**src/rtl/divider_result_bcd_if.sv**
```systemverilog
// Divider-to-consumer handshake: result-ready level, quotient/remainder bus,
// and the acknowledge that releases the divider from its done state.
interface divider_result_bcd_if #(
    parameter int unsigned WIDTH = 8
);
    logic             Done;
    logic [WIDTH-1:0] Quotient;
    logic [WIDTH-1:0] Remainder;
    logic             Ack;

    modport master (output Done, Quotient, Remainder, input Ack);
    modport slave  (input Done, Quotient, Remainder, output Ack);
endinterface

```
**src/rtl/divider_result_bcd.sv**
```systemverilog
// Captures a divider result and converts quotient and remainder to packed BCD
// in parallel with sequential shift-add-3, one bit per clock.
module divider_result_bcd #(
    parameter int unsigned WIDTH = 8,
    parameter int unsigned NDIG  = 3
) (
    input  logic                 Clk,
    input  logic                 Reset,
    divider_result_bcd_if.slave  div,
    output logic [4*NDIG-1:0]    Q_bcd,
    output logic [4*NDIG-1:0]    R_bcd,
    output logic                 Valid,
    output logic                 Qidle,
    output logic                 Qconv,
    output logic                 Qack
);
    localparam int unsigned BW = 4 * NDIG;
    localparam int unsigned CW = (WIDTH > 1) ? $clog2(WIDTH) : 1;

    localparam logic [2:0] IDLE = 3'b001;
    localparam logic [2:0] CONV = 3'b010;
    localparam logic [2:0] ACK  = 3'b100;

    logic [2:0]       state;
    logic [CW-1:0]    cnt;
    logic [WIDTH-1:0] q_shift, r_shift;
    logic [BW-1:0]    q_acc, r_acc;
    logic [BW-1:0]    q_adj, r_adj, q_next, r_next;

    function automatic logic [BW-1:0] add3(input logic [BW-1:0] a);
        logic [BW-1:0] r;
        r = a;
        for (int unsigned i = 0; i < NDIG; i++) begin
            if (r[4*i +: 4] >= 4'd5)
                r[4*i +: 4] = r[4*i +: 4] + 4'd3;
        end
        return r;
    endfunction

    always_comb begin
        q_adj  = add3(q_acc);
        r_adj  = add3(r_acc);
        q_next = {q_adj[BW-2:0], q_shift[WIDTH-1]};
        r_next = {r_adj[BW-2:0], r_shift[WIDTH-1]};
    end

    always_ff @(posedge Clk) begin
        if (Reset) begin
            state   <= IDLE;
            cnt     <= '0;
            q_shift <= '0;
            r_shift <= '0;
            q_acc   <= '0;
            r_acc   <= '0;
            Q_bcd   <= '0;
            R_bcd   <= '0;
            Valid   <= 1'b0;
        end else begin
            case (state)
                IDLE: begin
                    if (div.Done) begin
                        q_shift <= div.Quotient;
                        r_shift <= div.Remainder;
                        q_acc   <= '0;
                        r_acc   <= '0;
                        cnt     <= '0;
                        state   <= CONV;
                    end
                end
                CONV: begin
                    // Visible outputs change only on the last shift, so the display never shows a partial value
                    q_acc   <= q_next;
                    r_acc   <= r_next;
                    q_shift <= {q_shift[WIDTH-2:0], 1'b0};
                    r_shift <= {r_shift[WIDTH-2:0], 1'b0};
                    cnt     <= cnt + 1'b1;
                    if (cnt == CW'(WIDTH - 1)) begin
                        Q_bcd <= q_next;
                        R_bcd <= r_next;
                        Valid <= 1'b1;
                        state <= ACK;
                    end
                end
                ACK: begin
                    if (!div.Done)
                        state <= IDLE;
                end
                default: state <= IDLE;
            endcase
        end
    end

    assign {Qack, Qconv, Qidle} = state;
    assign div.Ack              = (state == ACK);
endmodule

```
**src/flat_wrapper.sv**
```systemverilog
// flat-port wrapper written by rule: the top's interface ports become plain ports
module divider_result_bcd_flat 
#(
    parameter int unsigned WIDTH = 8,
    parameter int unsigned NDIG  = 3
)
  (Clk, Reset, Q_bcd, R_bcd, Valid, Qidle, Qconv, Qack, div_Done, div_Quotient, div_Remainder, div_Ack);
  divider_result_bcd_if #(.WIDTH(WIDTH)) div_i ();
  input  logic Clk;
  input  logic Reset;
  output logic [4*NDIG-1:0] Q_bcd;
  output logic [4*NDIG-1:0] R_bcd;
  output logic Valid;
  output logic Qidle;
  output logic Qconv;
  output logic Qack;
  input wire logic [$bits(div_i.Done)-1:0] div_Done;
  input wire logic [$bits(div_i.Quotient)-1:0] div_Quotient;
  input wire logic [$bits(div_i.Remainder)-1:0] div_Remainder;
  output wire logic [$bits(div_i.Ack)-1:0] div_Ack;
  assign div_i.Done = div_Done;
  assign div_i.Quotient = div_Quotient;
  assign div_i.Remainder = div_Remainder;
  assign div_Ack = div_i.Ack;
  divider_result_bcd #(.WIDTH(WIDTH), .NDIG(NDIG)) u_core (.Clk(Clk), .Reset(Reset), .div(div_i), .Q_bcd(Q_bcd), .R_bcd(R_bcd), .Valid(Valid), .Qidle(Qidle), .Qconv(Qconv), .Qack(Qack));
endmodule
```
**config.mk**
```make
export PLATFORM = sky130hd
export DESIGN_NAME = divider_result_bcd_flat
export DESIGN_NICKNAME = d
export VERILOG_FILES = /design/src/rtl/divider_result_bcd_if.sv /design/src/rtl/divider_result_bcd.sv /design/src/flat_wrapper.sv
export SDC_FILE = /design/constraint.sdc
export NUM_CORES = 1
export LEC_CHECK = 0
export ABC_CLOCK_PERIOD_IN_PS = 1700
export BUFFER_PORTS_ARGS = -buffer_cell sky130_fd_sc_hd__buf_4
export CAP_MARGIN = 40
export CORE_ASPECT_RATIO = 1.2
export CORE_MARGIN = 2
export CORE_UTILIZATION = 50
export DETAILED_ROUTE_END_ITERATION = 12
export GPL_ROUTABILITY_DRIVEN = 0
export GPL_TIMING_DRIVEN = 0
export PLACE_DENSITY = 0.72
export SLEW_MARGIN = 30
export SYNTH_ARGS = -nofsm -noshare
export SYNTH_HDL_FRONTEND = slang
export SYNTH_SLANG_ARGS = --single-unit
```
**constraint.sdc**
```tcl
create_clock -name Clk -period 1.7 [get_ports Clk]
set_input_delay 0.255 -clock Clk [delete_from_list [all_inputs] [get_ports Clk]]
set_output_delay 0.255 -clock Clk [all_outputs]
set_load 0.02 [all_outputs]
```
==> summary.txt, run 1 <==
STA
--------------------------------------------------------------------------------
Transition time at the pin with the least slew margin                   749.9 ps
Setup Total Neg Slack                                                       0 ps
Max-slew headroom at the worst pin                                        50.01%
Final critical-path required period                                      1603 ps
Max Freq                                                               623.7 MHz
Final-report max-slew violation count                                          0
Count of final setup violators                                                 0
Final Skew                                                              7.911 ps
Worst setup margin                                                      96.64 ps
Count of endpoints failing hold in the final timing report                     0
Final cycle utilization of the critical path                              94.32%

WORST SETUP PATH
--------------------------------------------------------------------------------
Startpoint kind of the worst setup timing path                         flip-flop
Critical setup path kind                                                 reg2reg
Kind of end point of the critical path                                 flip-flop
Biggest fanout along the worst timing path                                    10
R2r worst-path depth                                                           6
Data required time of the critical path                                  1970 ps
Worst path arrival time                                                  1880 ps

HOLD PATH
--------------------------------------------------------------------------------
Count of cells along the worst hold path                                       3
Min-Delay Path Class                                                      in2reg

FINISH
--------------------------------------------------------------------------------
Most used cells in the layout excluding fill and tap cells          dfxtp_1, buf_4, a21oi_1, nand2_1, nor2_1
Proportion of layout cells with a drive suffix above 1                    26.04%
Final Net Count                                                              462
Leading cell type in the layout, fill and taps excluded                  dfxtp_1
Fill cell count                                                              566
Area growth from synthesis to layout                                      23.75%
ANT cells                                                                      0

LOGIC SYNTHESIS
--------------------------------------------------------------------------------
Register area share after synthesis                                       43.10%
Synthesized netlist net count                                                403
Number of warning messages in the yosys log                                    0
Flops & latches, synth                                                        71
Fraction of registers with async set/reset                                    0%
Synthesized area per cell                                              8.914 um2
Count of distinct cell types in the synthesized netlist                       40
Mapped Cells                                                                 370
Most used flip-flop cell after synthesis                                 dfxtp_1
Syn Std Cell Area                                                       3298 um2
Number of enable-type register cells in the synthesized netlist                0

GRT
--------------------------------------------------------------------------------
Pin count of the biggest net entering global routing                          13
Via count of the first global-routing pass                                  2743
GRT Residual Overflow                                                          0
Wire length of the first global-routing pass                            13100 um
GRT Util Overall                                                          23.09%
Number of antenna violations at the first check in global routing              0

DIE
--------------------------------------------------------------------------------
Die width                                                               78.14 um
Starting Density                                                          51.48%
DIE AREA                                                                7265 um2
Die height                                                              92.97 um
Number of cell rows                                                           32
Placeable core region                                                   6406 um2
# IOs                                                                         48

RUN
--------------------------------------------------------------------------------
Count of max-cap constraint violations                                         0

CLOCKING
--------------------------------------------------------------------------------
Level count of the clock H-tree                                                3
Clock tree from TritonCTS                                                   done
Clock Path Buffers                                                             2
Cts-stage hold buffer count                                                    0
# clock sinks                                                                 71
Clock transition at the registers of the reported paths                    80 ps
Number of buffers inserted during clock tree synthesis                         9
Root cell of the clock tree                                             clkbuf_8
Clock network latency to the later pin of the worst-skew pair             350 ps

ROUTING
--------------------------------------------------------------------------------
Number of DRC markers in iteration 0                                         170
Ratio of routed vias to standard cells                                     5.599
Post-detailed-route wirelength per cell                                 15.15 um
Number of remaining DRC errors                                                 0
Detailed Routing Iterations Pass 1                                             4
Total length of routed wires                                             7865 um
Post-DRT Antenna Nets                                                          0
Vias post-DR                                                                2906

OUTCOME
--------------------------------------------------------------------------------
Result of the run                                                      completed

PWR
--------------------------------------------------------------------------------
Pwr Density                                                         952.6 nW/um2
Peak ir drop on the vdd network                                        0.6066 mV
Leakage                                                                 1.580 nW

PLACED DESIGN
--------------------------------------------------------------------------------
Quantity of I/O buffers inserted on ports                                     47
Worst slack, placed                                                    -124.6 ps
Half-perimeter wire length of the detailed placement result              5478 um

[repair_timing]
item                                    4_1_cts  5_1_grt
setup buffers                                 0        1
endpoints found under the setup margin       30       37
resized for setup                             5       10
[per-stage QoR]
stage               power, mW  instances  util (%)  area (um2)  hold slack (ps)
global route            4.027        519     63.71        4081            162.6
detailed placement      2.076        502     58.65        3757            448.4
floorplan               1.976        370         -        3298            396.0
finish                  3.888        519     63.71        4081            165.0
CTS                     3.912        518     63.18        4048            158.7
global placement        2.070        502     58.65        3757            446.5
[power by group]
part	total, mW	switching [mW]	internal [mW]
logic	0.304	0.170	0.134
registers	1.74	0.0340	1.71
clock network	1.84	0.641	1.20
[critical path, cell delays in order (launching register included)]
cell	delay, ps
dfxtp_2	410
and4bb_2	310
nand2b_4	160
buf_6	130
nor2_4	200
buf_6	190
o2bb2ai_1	120
[final cells by class]
| class | count | area (um2) | share of cell area, % |
|---|---|---|---|
| buffer | 26 | 155.1 | 3.801 |
| clock buffer | 11 | 151.4 | 3.709 |
| sequential | 71 | 1426 | 34.95 |
| clock inverter | 5 | 127.6 | 3.127 |
| inverter | 13 | 48.80 | 1.196 |
| tap | 85 | 106.4 | 2.606 |
| timing repair buffer | 48 | 360.3 | 8.829 |
| multi-input combinational | 260 | 1705 | 41.78 |
[cell usage after synthesis, types with 4 or more instances]
library cell / number / area, um2
nor2_1: 33 / 123.9
nand2_1: 35 / 131.4
a21oi_1: 37 / 185.2
nor2_2: 11 / 68.82
nand3_1: 6 / 30.03
nand3b_1: 8 / 60.06
nor3b_1: 5 / 37.54
nand2b_1: 8 / 50.05
a211oi_1: 13 / 97.59
a22oi_1: 4 / 30.03
dfxtp_1: 71 / 1421
a211o_1: 4 / 35.03
buf_2: 9 / 45.04
xnor2_1: 6 / 52.55
inv_1: 13 / 48.80
ha_1: 14 / 175.2
o2bb2ai_1: 12 / 105.1
nor3_1: 9 / 45.04
clkbuf_1: 12 / 45.04
o21ai_1: 13 / 65.06
a22o_1: 4 / 35.03
a311oi_1: 6 / 52.55
o21ai_0: 5 / 25.02
a21o_1: 4 / 30.03
a211oi_2: 9 / 112.6
[worst paths after layout]
kind | end | slack [ps] | start
max | u_core.q_acc[9] | 100 | u_core.state[2]
max reg2reg | u_core.q_acc[9] | 100 | u_core.state[2]
min | u_core.r_shift[5] | 160 | div_Remainder[5]
min reg2reg | u_core.Q_bcd[0] | 460 | u_core.Q_bcd[0]
[registers in the layout, indices dropped and copies added (netlist names)]
signal          count
u_core.R_bcd       12
u_core.r_shift      8
u_core.state        3
u_core.Valid        1
u_core.q_shift      8
u_core.Q_bcd       12
u_core.q_acc       12
u_core.cnt          3
u_core.r_acc       12
[kinds of logic after synthesis]
group                    count (synthesis)  share of synthesized area, %
AO/OA/AOI/OAI                          113                         23.86
XOR/XNOR                                 6                         1.593
adder cells (fa/ha/maj)                 14                         5.311
buffers and inverters                   39                         5.728
flip-flops                              71                         43.10
multiplexers                             4                         1.290
AND/OR/NAND/NOR                        123                         19.12
[per-layer routing]
| layer | vias to the layer above | track usage [%] | share of wire (%) |
|---|---|---|---|
| met4 | 0 | 9.064 | 1.4 |
| met2 | 77 | 40.23 | 50 |
| met3 | 9 | 5.212 | 5.1 |
| li1 | 1423 | - | - |
| met5 | - | 0 | 0 |
| met1 | 1397 | 27.52 | 43 |
Power figures use the tool's default switching activity.
==> run 2, diff against run 1 <==
Settings changed: CAP_MARGIN 40 to 20, CORE_UTILIZATION 50 to 35, PLACE_DENSITY 0.72 to 0.54.
==> summary.txt, run 2 (synthesized netlist as in run 1, its figures left out) <==
CLOCKING
--------------------------------------------------------------------------------
Clock transition at the registers of the reported paths                    70 ps   was 80 ps
Level count of the clock H-tree                                                3   unchanged
Clock Path Buffers                                                             2   unchanged
Root cell of the clock tree                                             clkbuf_8   unchanged
Clock tree from TritonCTS                                                   done   unchanged
# clock sinks                                                                 71   unchanged
Clock network latency to the later pin of the worst-skew pair             350 ps   about the same
Number of buffers inserted during clock tree synthesis                         9   unchanged

FINISH
--------------------------------------------------------------------------------
Fill cell count                                                              926   was 566
Proportion of layout cells with a drive suffix above 1                    26.27%   was 26.04%
ANT cells                                                                      0   unchanged
Layout Utilization                                                        44.96%   was 63.71%
Final design area excluding fillers                                     4083 um2   was 4081 um2
Non-filler cells in the finished layout                                      554   was 519
Leading cell type in the layout, fill and taps excluded                  dfxtp_1   unchanged
Final Net Count                                                              462   unchanged
Area growth from synthesis to layout                                      23.79%   was 23.75%
Area taken by flip-flops and latches                                    1431 um2   was 1426 um2
Area used by multi-input combinational logic                            1738 um2   was 1705 um2
Most used cells in the layout excluding fill and tap cells          dfxtp_1, buf_4, a21oi_1, nand2_1, nor2_1   unchanged

STA
--------------------------------------------------------------------------------
Hold_ws                                                                 165.2 ps   was 165.0 ps
Max-slew headroom at the worst pin                                        51.80%   was 50.01%
Setup Total Neg Slack                                                       0 ps   unchanged
Final cycle utilization of the critical path                              94.60%   was 94.32%
Worst setup margin                                                      91.79 ps   was 96.64 ps
Max Freq                                                               621.8 MHz   was 623.7 MHz
Count of endpoints failing hold in the final timing report                     0   unchanged
Final critical-path required period                                      1608 ps   was 1603 ps
Count of final setup violators                                                 0   unchanged
Final Skew                                                              9.632 ps   was 7.911 ps
RSZ-0062 raised after global routing                                       false
Transition time at the pin with the least slew margin                   722.9 ps   was 749.9 ps
Final-report max-slew violation count                                          0   unchanged

ROUTING
--------------------------------------------------------------------------------
Total length of routed wires                                             8177 um   was 7865 um
Post-DRT Antenna Nets                                                          0   unchanged
Post-detailed-route wirelength per cell                                 14.76 um   was 15.15 um
Detailed Routing Iterations Pass 1                                             4   unchanged
Ratio of routed vias to standard cells                                     5.061   was 5.599
Number of remaining DRC errors                                                 0   unchanged
Vias post-DR                                                                2804   was 2906
Number of DRC markers in iteration 0                                          85   was 170

HOLD PATH
--------------------------------------------------------------------------------
End point of the most critical hold path                            u_core.q_shift[3]   was u_core.r_shift[5]
Min-Delay Path Class                                                      in2reg   unchanged
Count of cells along the worst hold path                                       3   unchanged
Min-delay src                                                       div_Quotient[3]   was div_Remainder[5]

WORST SETUP PATH
--------------------------------------------------------------------------------
Most frequent cell on the critical path                                    buf_6   unchanged
Worst path arrival time                                                  1820 ps   was 1880 ps
Worst R2R Setup Slack                                                      90 ps   was 100 ps
Largest stage delay, worst path                                           380 ps   was 410 ps
Data required time of the critical path                                  1910 ps   was 1970 ps
R2r worst-path depth                                                           7   was 6
Critical setup path kind                                                 reg2reg   unchanged
Standard cell with the maximum stage delay on the critical path          dfxtp_4   was dfxtp_2
Biggest fanout along the worst timing path                                    10   unchanged
Startpoint kind of the worst setup timing path                         flip-flop   unchanged
CP cell instances                                                   or3b_1, buf_4, nand2b_4, buf_6, nor2_4, buf_6, o2bb2ai_1   was and4bb_2, nand2b_4, buf_6, nor2_4, buf_6, o2bb2ai_1
R2r startpoint                                                      u_core.state[2]   unchanged
Kind of end point of the critical path                                 flip-flop   unchanged
FF-to-FF End                                                        u_core.q_acc[9]   unchanged

PLACED DESIGN
--------------------------------------------------------------------------------
Cell area reported after detailed placement                             3801 um2   was 3757 um2
Worst slack, placed                                                    -251.9 ps   was -124.6 ps
Cell Count Post-Placement                                                    537   was 502
Half-perimeter wire length of the detailed placement result              5798 um   was 5478 um
Quantity of I/O buffers inserted on ports                                     47   unchanged

GRT
--------------------------------------------------------------------------------
Via count of the first global-routing pass                                  2619   was 2743
GRT Residual Overflow                                                          0   unchanged
Pin count of the biggest net entering global routing                          12   was 13
Wire length of the first global-routing pass                            13410 um   was 13100 um
Number of antenna violations at the first check in global routing              0   unchanged
GRT Util Overall                                                          16.91%   was 23.09%

DIE
--------------------------------------------------------------------------------
Die width                                                               92.62 um   was 78.14 um
DIE AREA                                                               10220 um2   was 7265 um2
Die height                                                              110.3 um   was 92.97 um
# IOs                                                                         48   unchanged
Placeable core region                                                   9081 um2   was 6406 um2
Number of cell rows                                                           38   was 32
Starting Density                                                          36.32%   was 51.48%

PWR
--------------------------------------------------------------------------------
Peak ir drop on the vdd network                                        0.4025 mV   was 0.6066 mV
Total power after layout                                                3.393 mW   was 3.888 mW
Pwr Density                                                         831.0 nW/um2   was 952.6 nW/um2
Leakage                                                                 1.551 nW   was 1.580 nW

RUN
--------------------------------------------------------------------------------
Count of max-cap constraint violations                                         0   unchanged

OUTCOME
--------------------------------------------------------------------------------
Result of the run                                                      completed   unchanged

## run 2: cell count changes in the layout (fill, tap and decap cells not counted), sizes merged
| cell | delta |
|---|---|
| clkbuf | +3 |
| bufinv | -3 |
| clkinvlp | -1 |
| clkinv | +3 |
| buf | -2 |
## run 2: area by class of cell
type,instances,area share (%)
clock buffer,12,3.555
sequential,71,35.06
timing repair buffer,48,8.826
inverter,13,1.195
clock inverter,4,1.103
buffer,26,4.015
tap,120,3.678
multi-input combinational,260,42.57
## run 2: critical path, delay by kind of cell (launching register included)
kind / cells / cell delay [ps]
buffers and inverters: 3 / 470
AO/OA/AOI/OAI: 1 / 120
flip-flops: 1 / 380
AND/OR/NAND/NOR: 3 / 510
## run 2: repair_timing
action | CTS | global route
buffers inserted | 0 | 1
gates resized for setup | 8 | 19
endpoints found under the setup margin | 44 | 50
pin swaps | 0 | 1
hold buffers | 0 | 0
hold endpoints to repair | 0 | 0
## run 2: routing by layer
metal / part of all wire (%) / GRT usage, % / wire, um / vias to the layer above
met5: 0 / 0 / 0 / -
met4: 1.2 / 5.462 / 102 / 0
met3: 3.7 / 2.991 / 302 / 9
met2: 46 / 27.84 / 3761 / 56
met1: 49 / 22.67 / 4011 / 1306
li1: - / - / - / 1433
## run 2: power breakdown
part	internal [mW]	total (mW)	switching, mW
Clock	0.713	1.35	0.635
Sequential	1.70	1.74	0.0343
Combinational	0.137	0.307	0.170
Total	2.55	3.39	0.840
## run 2: how the worst max path moves through the flow
stage / startpoint / endpoint
after global placement: u_core.state[1] / u_core.Q_bcd[1]
final: u_core.state[2] / u_core.q_acc[9]
after global routing: u_core.state[2] / u_core.q_acc[9]
after detailed placement: u_core.state[1] / u_core.Q_bcd[1]
after floorplan: u_core.state[1] / u_core.q_acc[10]
after CTS: u_core.state[1] / u_core.q_acc[9]
==> run 3, diff against run 2 <==
Settings changed: CELL_PAD_IN_SITES_DETAIL_PLACEMENT from default to 0, CELL_PAD_IN_SITES_GLOBAL_PLACEMENT from default to 1, PLACE_DENSITY 0.54 to 0.68.
==> summary.txt, run 3 (synthesized netlist as in run 1, its figures left out) <==
RUN
--------------------------------------------------------------------------------
Count of max-cap constraint violations                                         0   unchanged

PLACED DESIGN
--------------------------------------------------------------------------------
Cell area reported after detailed placement                             3801 um2   unchanged
Worst slack, placed                                                    -177.1 ps   was -251.9 ps
Quantity of I/O buffers inserted on ports                                     47   unchanged
Half-perimeter wire length of the detailed placement result              5836 um   was 5798 um

HOLD PATH
--------------------------------------------------------------------------------
Min-Delay Path Class                                                      in2reg   unchanged

FINISH
--------------------------------------------------------------------------------
Fill cell count                                                              911   was 926
Leading cell type in the layout, fill and taps excluded                  dfxtp_1   unchanged
Proportion of layout cells with a drive suffix above 1                    26.56%   was 26.27%
ANT cells                                                                      0   unchanged
Final Net Count                                                              461   was 462
Area growth from synthesis to layout                                      23.48%   was 23.79%
Final design area excluding fillers                                     4073 um2   was 4083 um2
Most used cells in the layout excluding fill and tap cells          dfxtp_1, buf_4, a21oi_1, nand2_1, nor2_1   unchanged

STA
--------------------------------------------------------------------------------
Worst setup margin                                                      92.86 ps   was 91.79 ps
Transition time at the pin with the least slew margin                   766.4 ps   was 722.9 ps
Count of final setup violators                                                 0   unchanged
Final cycle utilization of the critical path                              94.54%   was 94.60%
Count of endpoints failing hold in the final timing report                     0   unchanged
Final-report max-slew violation count                                          0   unchanged
Max-slew headroom at the worst pin                                        48.91%   was 51.80%
Hold_ws                                                                 162.6 ps   was 165.2 ps
Max Freq                                                               622.2 MHz   was 621.8 MHz
Final Skew                                                              4.891 ps   was 9.632 ps
Final critical-path required period                                      1607 ps   was 1608 ps

CLOCKING
--------------------------------------------------------------------------------
Clock tree from TritonCTS                                                   done   unchanged
Clock transition at the registers of the reported paths                    70 ps   about the same
# clock sinks                                                                 71   unchanged
Root cell of the clock tree                                             clkbuf_8   unchanged
Post-CTS setup buffer count                                                    0   unchanged
Clock network latency to the later pin of the worst-skew pair             340 ps   was 350 ps
Number of buffers inserted during clock tree synthesis                         9   unchanged
Level count of the clock H-tree                                                3   unchanged
Clock Path Buffers                                                             2   unchanged
Cts-stage hold buffer count                                                    0   unchanged

PWR
--------------------------------------------------------------------------------
Pwr Density                                                         852.3 nW/um2   was 831.0 nW/um2
Leakage                                                                 1.553 nW   was 1.551 nW
Peak ir drop on the vdd network                                        0.4269 mV   was 0.4025 mV

GRT
--------------------------------------------------------------------------------
GRT Residual Overflow                                                          0   unchanged
Via count of the first global-routing pass                                  2632   was 2619
Pin count of the biggest net entering global routing                          12   unchanged
Wire length of the first global-routing pass                            13230 um   was 13410 um
GRT Util Overall                                                          17.02%   was 16.91%
Number of antenna violations at the first check in global routing              0   unchanged

WORST SETUP PATH
--------------------------------------------------------------------------------
Biggest fanout along the worst timing path                                    10   unchanged
Most frequent cell on the critical path                                    buf_2   was buf_6
R2r startpoint                                                      u_core.state[2]   unchanged
Largest stage delay, worst path                                           380 ps   about the same
Worst R2R Setup Slack                                                      90 ps   about the same
R2r worst-path depth                                                           6   was 7
CP startpoint                                                       u_core.state[2]   unchanged
CP cell instances                                                   or3b_1, buf_2, buf_2, nor3_1, o21ai_1, a21oi_1   was or3b_1, buf_4, nand2b_4, buf_6, nor2_4, buf_6, o2bb2ai_1
Critical path capture point                                         u_core.r_acc[11]   was u_core.q_acc[9]
Startpoint kind of the worst setup timing path                         flip-flop   unchanged
Data required time of the critical path                                  1970 ps   was 1910 ps
Kind of end point of the critical path                                 flip-flop   unchanged
Standard cell with the maximum stage delay on the critical path          dfxtp_4   unchanged
Critical setup path kind                                                 reg2reg   unchanged
FF-to-FF End                                                        u_core.r_acc[11]   was u_core.q_acc[9]
Worst path arrival time                                                  1880 ps   was 1820 ps

ROUTING
--------------------------------------------------------------------------------
Detailed Routing Iterations Pass 1                                             4   unchanged
Number of DRC markers in iteration 0                                          72   was 85
Post-detailed-route wirelength per cell                                 14.98 um   was 14.76 um
Number of remaining DRC errors                                                 0   unchanged
Total length of routed wires                                             8286 um   was 8177 um
Ratio of routed vias to standard cells                                     5.065   was 5.061
Vias post-DR                                                                2801   was 2804
Post-DRT Antenna Nets                                                          0   unchanged

DIE
--------------------------------------------------------------------------------
Number of cell rows                                                           38   unchanged
# IOs                                                                         48   unchanged
DIE AREA                                                               10220 um2   unchanged
Die width                                                               92.62 um   unchanged
Starting Density                                                          36.32%   unchanged
Die height                                                              110.3 um   unchanged
Placeable core region                                                   9081 um2   unchanged

OUTCOME
--------------------------------------------------------------------------------
Result of the run                                                      completed   unchanged

==> run 3: metal layers <==
metal	share of wire (%)	wire (um)	global-route usage, %
met4	3.0	248	9.559
met2	47	3903	28.10
met5	0	0	0
met1	46	3840	21.31
met3	3.5	293	2.719
==> run 3: worst min path at each step <==
stage,endpoint,startpoint,depth (start not counted),slack (ps)
final,u_core.q_shift[2],div_Quotient[2],3,160
after global routing,u_core.q_shift[2],div_Quotient[2],3,150
after CTS,u_core.q_shift[5],div_Quotient[5],3,140
after detailed placement,u_core.Q_bcd[6],u_core.Q_bcd[6],2,450
after global placement,u_core.R_bcd[6],u_core.R_bcd[6],2,450
after floorplan,u_core.q_shift[1],div_Quotient[1],2,400
==> run 3: stage by stage <==
stage	cells	setup TNS [ps]	utilization (%)	total power [mW]
floorplan	370	0	-	1.976
global placement	537	-2314	41.86	2.078
detailed placement	537	-2058	41.86	2.078
CTS	553	0	44.25	3.502
global route	553	-6.493	44.85	3.630
finish	553	0	44.85	3.471
==> run 3: worst max-delay path: cells and delay by family (launching register included) <==
kind	cells	cell delay [ps]
and+or+nand+nor	2	530
buffers and inverters	2	410
DFF	1	380
AOI/OAI and AO/OA	2	220
==> run 3: area by class of cell <==
| class | instances | area (um2) | share of cell area [%] |
|---|---|---|---|
| flip-flops and latches | 71 | 1430 | 35.12 |
| plain buffers | 26 | 161.4 | 3.963 |
| clock buffers | 13 | 168.9 | 4.147 |
| inverters | 13 | 48.80 | 1.198 |
| clock inverters | 3 | 40.04 | 0.9831 |
| multi-input cells | 260 | 1720 | 42.24 |
| well taps | 120 | 150.1 | 3.687 |
| repair buffers | 47 | 352.8 | 8.664 |
==> run 3: repair_timing <==
item | CTS | global route
endpoints found under the setup margin | 37 | 44
resized for setup | 5 | 20
pin swaps | 0 | 1
==> run 3: where the power goes <==
part           switching (mW)  internal, mW  leakage (nW)  total, mW
registers              0.0337          1.70         0.577       1.74
logic                   0.171         0.135         0.866      0.306
clock network           0.633         0.795         0.109       1.43
total                   0.838          2.63          1.55       3.47
